### src/rtl/odd_issue_sched.sv
// Odd-pipe issue scheduler: shift-register scoreboard, RAW stall and operand forwarding selects.
// Optional saturating perf counters are enabled by defining ODD_SCHED_PERF_EN.
module odd_issue_sched #(
  parameter int DEPTH    = 8,
  parameter int ADDR_W   = 7,
  parameter int LAT_BR   = 1,
  parameter int LAT_PERM = 3,
  parameter int LAT_LS   = 6
) (
  input  logic              clk,
  input  logic              reset,
  input  logic              in_valid,
  output logic              in_ready,
  input  logic [1:0]        in_unit,
  input  logic              in_wr,
  input  logic [ADDR_W-1:0] in_rt,
  input  logic [ADDR_W-1:0] in_ra,
  input  logic [ADDR_W-1:0] in_rb,
  input  logic [ADDR_W-1:0] in_rc,
  input  logic              in_use_ra,
  input  logic              in_use_rb,
  input  logic              in_use_rc,
  input  logic              flush,
  output logic              issue_valid,
  output logic [1:0]        issue_unit,
  output logic [3:0]        fwd_ra,
  output logic [3:0]        fwd_rb,
  output logic [3:0]        fwd_rc,
  output logic              stall
`ifdef ODD_SCHED_PERF_EN
  ,
  output logic [31:0]       perf_stall,
  output logic [31:0]       perf_issue
`endif
);

  typedef struct packed {
    logic              valid;
    logic              wr;
    logic [1:0]        unit;
    logic [ADDR_W-1:0] rt;
  } sb_entry_t;

  // r_sb[k-1] holds the instruction currently at stage k
  sb_entry_t r_sb [DEPTH];
  sb_entry_t w_stage1;

  logic [ADDR_W-1:0] w_src [3];
  logic [2:0]        w_use;
  logic [2:0]        w_haz;
  logic [3:0]        w_fwd [3];
  logic              w_hazard;
  logic              w_issue;

  function automatic logic [3:0] lat_of(input logic [1:0] u);
    case (u)
      2'd1:    lat_of = 4'(LAT_BR);
      2'd2:    lat_of = 4'(LAT_PERM);
      2'd3:    lat_of = 4'(LAT_LS);
      default: lat_of = 4'd0;
    endcase
  endfunction

  assign w_src[0] = in_ra;
  assign w_src[1] = in_rb;
  assign w_src[2] = in_rc;
  assign w_use    = {in_use_rc, in_use_rb, in_use_ra};

  genvar gi;
  generate
    for (gi = 0; gi < 3; gi++) begin : g_op
      logic       w_hit;
      logic [3:0] w_k;
      logic [3:0] w_lat;
      // Scan oldest to youngest so the youngest match is the one left standing
      always_comb begin
        w_hit = 1'b0;
        w_k   = 4'd0;
        w_lat = 4'd0;
        for (int k = DEPTH; k >= 1; k--) begin
          if (r_sb[k-1].valid && r_sb[k-1].wr && (r_sb[k-1].rt == w_src[gi])) begin
            w_hit = 1'b1;
            w_k   = 4'(k);
            w_lat = lat_of(r_sb[k-1].unit);
          end
        end
      end
      assign w_haz[gi] = w_use[gi] & w_hit & (w_k < w_lat);
      assign w_fwd[gi] = (w_use[gi] & w_hit & ~w_haz[gi]) ? w_k : 4'd0;
    end
  endgenerate

  assign w_hazard    = |w_haz;
  assign w_issue     = ~reset & in_valid & ~w_hazard & ~flush;

  assign issue_valid = w_issue;
  assign issue_unit  = w_issue ? in_unit : 2'd0;
  assign in_ready    = reset | ~in_valid | w_issue | flush;
  assign stall       = ~reset & in_valid & w_hazard & ~flush;
  assign fwd_ra      = reset ? 4'd0 : w_fwd[0];
  assign fwd_rb      = reset ? 4'd0 : w_fwd[1];
  assign fwd_rc      = reset ? 4'd0 : w_fwd[2];

  // A nop still occupies its stage but can never be a forwarding source
  always_comb begin
    w_stage1       = '0;
    w_stage1.valid = w_issue;
    w_stage1.wr    = w_issue & in_wr & (in_unit != 2'd0);
    w_stage1.unit  = w_issue ? in_unit : 2'd0;
    w_stage1.rt    = w_issue ? in_rt : '0;
  end

  generate
    for (gi = 0; gi < DEPTH; gi++) begin : g_stage
      if (gi == 0) begin : g_head
        always_ff @(posedge clk) begin
          if (reset) r_sb[gi] <= '0;
          else       r_sb[gi] <= w_stage1;
        end
      end else begin : g_tail
        always_ff @(posedge clk) begin
          if (reset) r_sb[gi] <= '0;
          else       r_sb[gi] <= r_sb[gi-1];
        end
      end
    end
  endgenerate

`ifdef ODD_SCHED_PERF_EN
  logic [31:0] r_perf_stall;
  logic [31:0] r_perf_issue;

  always_ff @(posedge clk) begin
    if (reset) begin
      r_perf_stall <= '0;
      r_perf_issue <= '0;
    end else begin
      if (stall && (r_perf_stall != '1))       r_perf_stall <= r_perf_stall + 32'd1;
      if (issue_valid && (r_perf_issue != '1)) r_perf_issue <= r_perf_issue + 32'd1;
    end
  end

  assign perf_stall = r_perf_stall;
  assign perf_issue = r_perf_issue;
`endif

endmodule

### config.mk
export PLATFORM = sky130hd
export DESIGN_NAME = odd_issue_sched
export DESIGN_NICKNAME = d
export VERILOG_FILES = /design/src/rtl/odd_issue_sched.sv
export SDC_FILE = /design/constraint.sdc
export NUM_CORES = 1
export LEC_CHECK = 0
export BUFFER_PORTS_ARGS = -buffer_cell sky130_fd_sc_hd__buf_4
export CORE_MARGIN = 5
export CORE_UTILIZATION = 41
export CTS_BUF_LIST = sky130_fd_sc_hd__clkbuf_16
export DETAILED_ROUTE_END_ITERATION = 10
export SLEW_MARGIN = 20
export SYNTH_ARGS = -nofsm -noshare
export SYNTH_HDL_FRONTEND = slang
export SYNTH_SLANG_ARGS = --single-unit
### constraint.sdc
create_clock -name clk -period 3.35 [get_ports clk]
set_clock_uncertainty 0.1 [all_clocks]
set_input_delay 0.1675 -clock clk [delete_from_list [all_inputs] [get_ports clk]]
set_output_delay 0.1675 -clock clk [all_outputs]
set_load 0.02 [all_outputs]
* Word-level counts from Yosys, hierarchy flattened
Memories as Yosys holds them, arrays and structs flattened. Index checks and enable logic that the tools add are counted.
Word-level totals: memories 1, memory bits (read-only) 0, bits of input ports 38, output and inout port bits 17, RAM bits 88, bits in latches 0, word-level logic and storage cells 219, register bits 0
Memories:
- r_sb | words 8, width 11, read ports 8, clocked after memory_dff 0, wr ports 8, line 45 | sb_entry_t r_sb [DEPTH];
Cells by class: reduce and logical (&&, ||, !) cells 34, magnitude comparators 3, shifts and indexed selects 0, div/mod/pow operators 0, bitwise gates (word level) 34, add/sub/neg operators 0, multiplexer cells 99, multipliers 0, equal/unequal tests 48
Operators with widths (count):
- 4-bit two-way mux | 53
- 7-bit == test | 24
- 11-bit two-way mux | 8
- 3-bit one-hot mux with 3 select lines | 8
- 2-bit == test (second input constant) | 16
- 1-bit logical AND | 32
- 1-bit two-way mux | 27
- 1-bit bitwise AND | 16
- 2-bit by 1-bit == test with 1-bit output (second input constant) | 8
- 4-bit less-than comparator | 3
- 1-bit OR | 11
- 7-bit two-way mux | 1
- 1-bit NOT | 7
- 3-bit two-way mux | 1
- 3-bit OR reduction | 1
- 2-bit two-way mux | 1
- 2-bit nonzero test | 1

* Depth between registers and ports, before layout
An unclocked memory read counts as a cell.
depth after elaboration 20, gate-level depth with buffers 18, gate-level depth less buffers 16

* Worst setup path before layout
OpenSTA, ideal clock, no wires.
path type input to output, from input in_rb[5], to output fwd_rb[2], stages on the path 16, buffers on the path 1, data arrival time 3.397 ns, setup slack -0.315 ns, cell sequence buf_2 xor2_1 nor4_1 nand3b_1 mux2i_1 mux2i_1 o21ai_0 a21oi_1 a211o_1 ha_1 o21a_1 o41ai_1 a31oi_1 nor3_1 or3_1 nor4_1
Between the ends: word-level cells in the longest chain between the ends 16
Ends and longest elaborated chain:
- from (decl) | line 18 | input logic [ADDR_W-1:0] in_rb,
- 7-bit == test | line 81 | if (r_sb[k-1].valid && r_sb[k-1].wr && (r_sb[k-1].rt == w_src[gi])) begin
- 1-bit logical AND | line 81
- 4-bit two-way mux / 1-bit two-way mux (equally long branches) (8 in a row) | line 81
- 4-bit less-than comparator / 1-bit bitwise AND (equally long branches) | line 88, 89
- 1-bit bitwise AND | line 88 | assign w_haz[gi] = w_use[gi] & w_hit & (w_k < w_lat);
- 1-bit NOT | line 89 | assign w_fwd[gi] = (w_use[gi] & w_hit & ~w_haz[gi]) ? w_k : 4'd0;
- 1-bit bitwise AND | line 89
- 4-bit two-way mux * | line 89
- 4-bit two-way mux * | line 101 | assign fwd_rb = reset ? 4'd0 : w_fwd[1];
- to (decl) | line 27 | output logic [3:0] fwd_rb,
Every way passes the cells marked *; elsewhere a longest branch is shown, timed or not.

==> reports/qor.yml <==
status: "complete, but fails checks"
violations: "negative setup slack"
hpwl_um: 16900
nets: 993
ys_ff_latch: 88
r2r_cells: 19
synth_adder_area_share_pct: 5.81
crit_arrival_ps: 3950
power_frac_clock_pct: 42.6
avgRoutedWirePerCell_um: 19.3
cts_sinks: 88
r2r-start: "r_sb[1][27]"
track_usage_pct: 24.4
place.port_buffers: 54
cts-root-buf: "clkbuf_16"
startpoint_type: "register"
r2r-end: "r_sb[0][9]"
synth_common_cells: "xor2_1 (155), dfxtp_1 (88), nor2b_1 (72)"
start_util_pct: 41.6
crit_type: "register to output pin"
yosysUniqueCellTypes: 66
p_int_mw: 1.79
grt_pass1_vias: 6055
rsz0062_at_grt: "true"
syn_avg_cell_area_um2: 8.75
cp-startpoint: "r_sb[1][27]"
grt_max_degree: 60
synthMuxAreaShare_pct: 1.93
drtIter0Drc: 369
setup_tns_ps: -14600
finalWorstSetupSlack_ps: -864
slew_violations: 0
p_leak_nw: 4.32
clk_pin_slew_ps: 70
whs_path_depth: 2
min_period_ps: 4210
worst-path-max-fanout: 4
firstDrtPassIters: 5
synth_edf_count: 0
fin_util_pct: 60.9
regMostFlops: "r_sb"
required_ps: 3080
ys_top_cells_by_area: "dfxtp_1 (29%), xor2_1 (23%), nor2b_1 (7.5%)"
synth_ff_type: "dfxtp_1"
yosysSeqAreaShare_pct: 29.2
tightest_slew_ps: 639
grt_antenna_before_repair: 0
ys_async_sr_fraction_pct: 0
crit_path_end: "issue_unit[0]"
synth-xor-area-share_pct: 24.4
top_regs: "r_sb (88)"
syn_inst: 689
vias: 5775
ir_drop_v: 0.000250
switching_power_mw: 0.649
drc: 0
grt_pass1_wl_um: 33200
synth-simple-area-share_pct: 25.6
ant_nets: 0
clock_path_buffers: 2
setup_violations: 25
post-synth-top-area-cell: "dfxtp_1"
synth_compound_area_share_pct: 8.57
yosysWarningCount: 0
hold_viol_final: 0
slew_headroom_pct: 57.4
regToRegSetupSlack_ps: -540
cts.htree.levels: 3
grt_overflow: 0
synth_top_family_by_area: "simple AND/OR/NAND/NOR gates"
yosysTopAreaCellShare_pct: 29.2
drv_cap: 0
routabilityCongestion: 1.00
swShare_pct: 26.6
clock_latency_ps: 360
comb_power_share_pct: 13.9
cts_tree: "done"
avgViaCountPerCell: 5.17
layout-drive-gt1-share_pct: 36.6
syn_nets: 755
row_count: 44
hold_class: "input port to register"
fin_crit_sh_pct: 126
drt-total-wl_um: 21600
yosysMostFrequentCell: "xor2_1"
die_w_um: 131
io_pins: 55
die_height_um: 131
largest_reg_flops: 88
antenna_cells: 0
fmax_mhz: 237
netlist_area_um2: 6030
end_kind: "output pin"
core_area_um2: 14500
cts_buffers: 9
p_per_area_nw_per_um2: 277
area_growth_pct: 46.3
dieArea_um2: 17200
p_seq_share_pct: 43.6
==> kinds of logic (layout without fill, tap and decap cells) <==
group / count (synthesis) / after routing
and+or+nand+nor: 271 / 271
xor gates and xnor gates: 168 / 168
DFF: 88 / 88
AOI/OAI and AO/OA: 71 / 71
buffers and inverters: 52 / 295
adders and majority gates: 28 / 28
muxes: 11 / 11
==> power groups by stage <==
stage               logic (mW)  clock network [mW]  registers, mW
detailed placement       0.305                   0           1.09
finish                   0.338                1.04           1.06
CTS                      0.326                1.05           1.06
global route             0.360                1.10           1.06
global placement         0.302                   0           1.09
floorplan                0.172                   0           1.09
==> cell type report <==
type	count	area (µm²)
Clock buffer	9	225
Clock inverter	7	72.6
Fill cell	1253	5660
Inverter	19	71.3
Multi-Input combinational cell	549	4390
Sequential cell	88	1770
Tap cell	184	230
Timing Repair Buffer	260	2060
==> worst min-delay path by stage <==
stage,from,to,slack [ps]
after floorplan,in_use_ra,r_sb[0][10],180
after global placement,in_rt[1],r_sb[0][1],290
after detailed placement,in_rt[5],r_sb[0][5],290
after CTS,in_use_ra,r_sb[0][10],1
after global routing,in_use_ra,r_sb[0][10],30
final,in_use_ra,r_sb[0][10],10
==> placed cells by master, fill, tap and decap left out, types with 5 or more instances in the layout <==
cell type	netlist	final
a21oi_1	12	7
and2_4	8	10
buf_4	3	232
buf_6	6	16
clkbuf_16	0	9
dfxtp_1	88	85
dlygate4sd3_1	0	10
ha_1	28	25
inv_1	19	20
mux2i_1	9	9
nand2_1	46	42
nand3_1	12	9
nand4_1	6	6
nor2_1	37	32
nor2b_1	72	72
nor3_1	9	6
nor4_1	45	35
nor4_2	3	10
o21a_1	6	6
o21ai_0	16	11
o21ai_1	0	5
xnor2_1	13	13
xor2_1	155	150
==> critical path: stages, from the launching register on <==
cell and delay (ps):
dfxtp_2 340, xor2_2 160, nor4_4 390, buf_4 200, nand2_4 60, mux2i_1 160, mux2i_1 110, o21ai_1 200
a21oi_2 100, a211o_1 270, ha_4 280, o21a_1 110, o41ai_2 60, a31oi_1 250, nor4_2 110, buf_4 160
a2111oi_4 310, and2_4 230, buf_6 110
==> routing by layer <==
layer / share of wire, % / vias to the layer above / track usage, %
li1: - / 2803 / -
met1: 43 / 2781 / 30.7
met2: 49 / 147 / 41.5
met3: 4.7 / 44 / 4.32
met4: 3.2 / 0 / 9.35
met5: 0 / - / 0
==> stage by stage <==
| stage | hold WS (ps) | total power, mW | worst slack [ps] | cells | area, µm² |
|---|---|---|---|---|---|
| 3_5_place_dp | 289 | 1.39 | -899 | 1082 | 7940 |
| 5_1_grt | 34.9 | 2.52 | -1050 | 1116 | 8820 |
| 6_report | 12.2 | 2.44 | -864 | 1116 | 8820 |
| 3_3_place_gp | 288 | 1.39 | -902 | 1082 | 7940 |
| 2_1_floorplan | 181 | 1.26 | -165 | 689 | 6090 |
| 4_1_cts | 1.01 | 2.44 | -953 | 1114 | 8630 |
==> timing repair <==
item,CTS,global route
resized for setup,53,30
pin swaps,19,24
setup buffers,7,2
endpoints found under the setup margin,25,25
hold endpoints to repair,10,0
hold buffers,10,0
No activity file was read; power rests on OpenSTA's default activity.
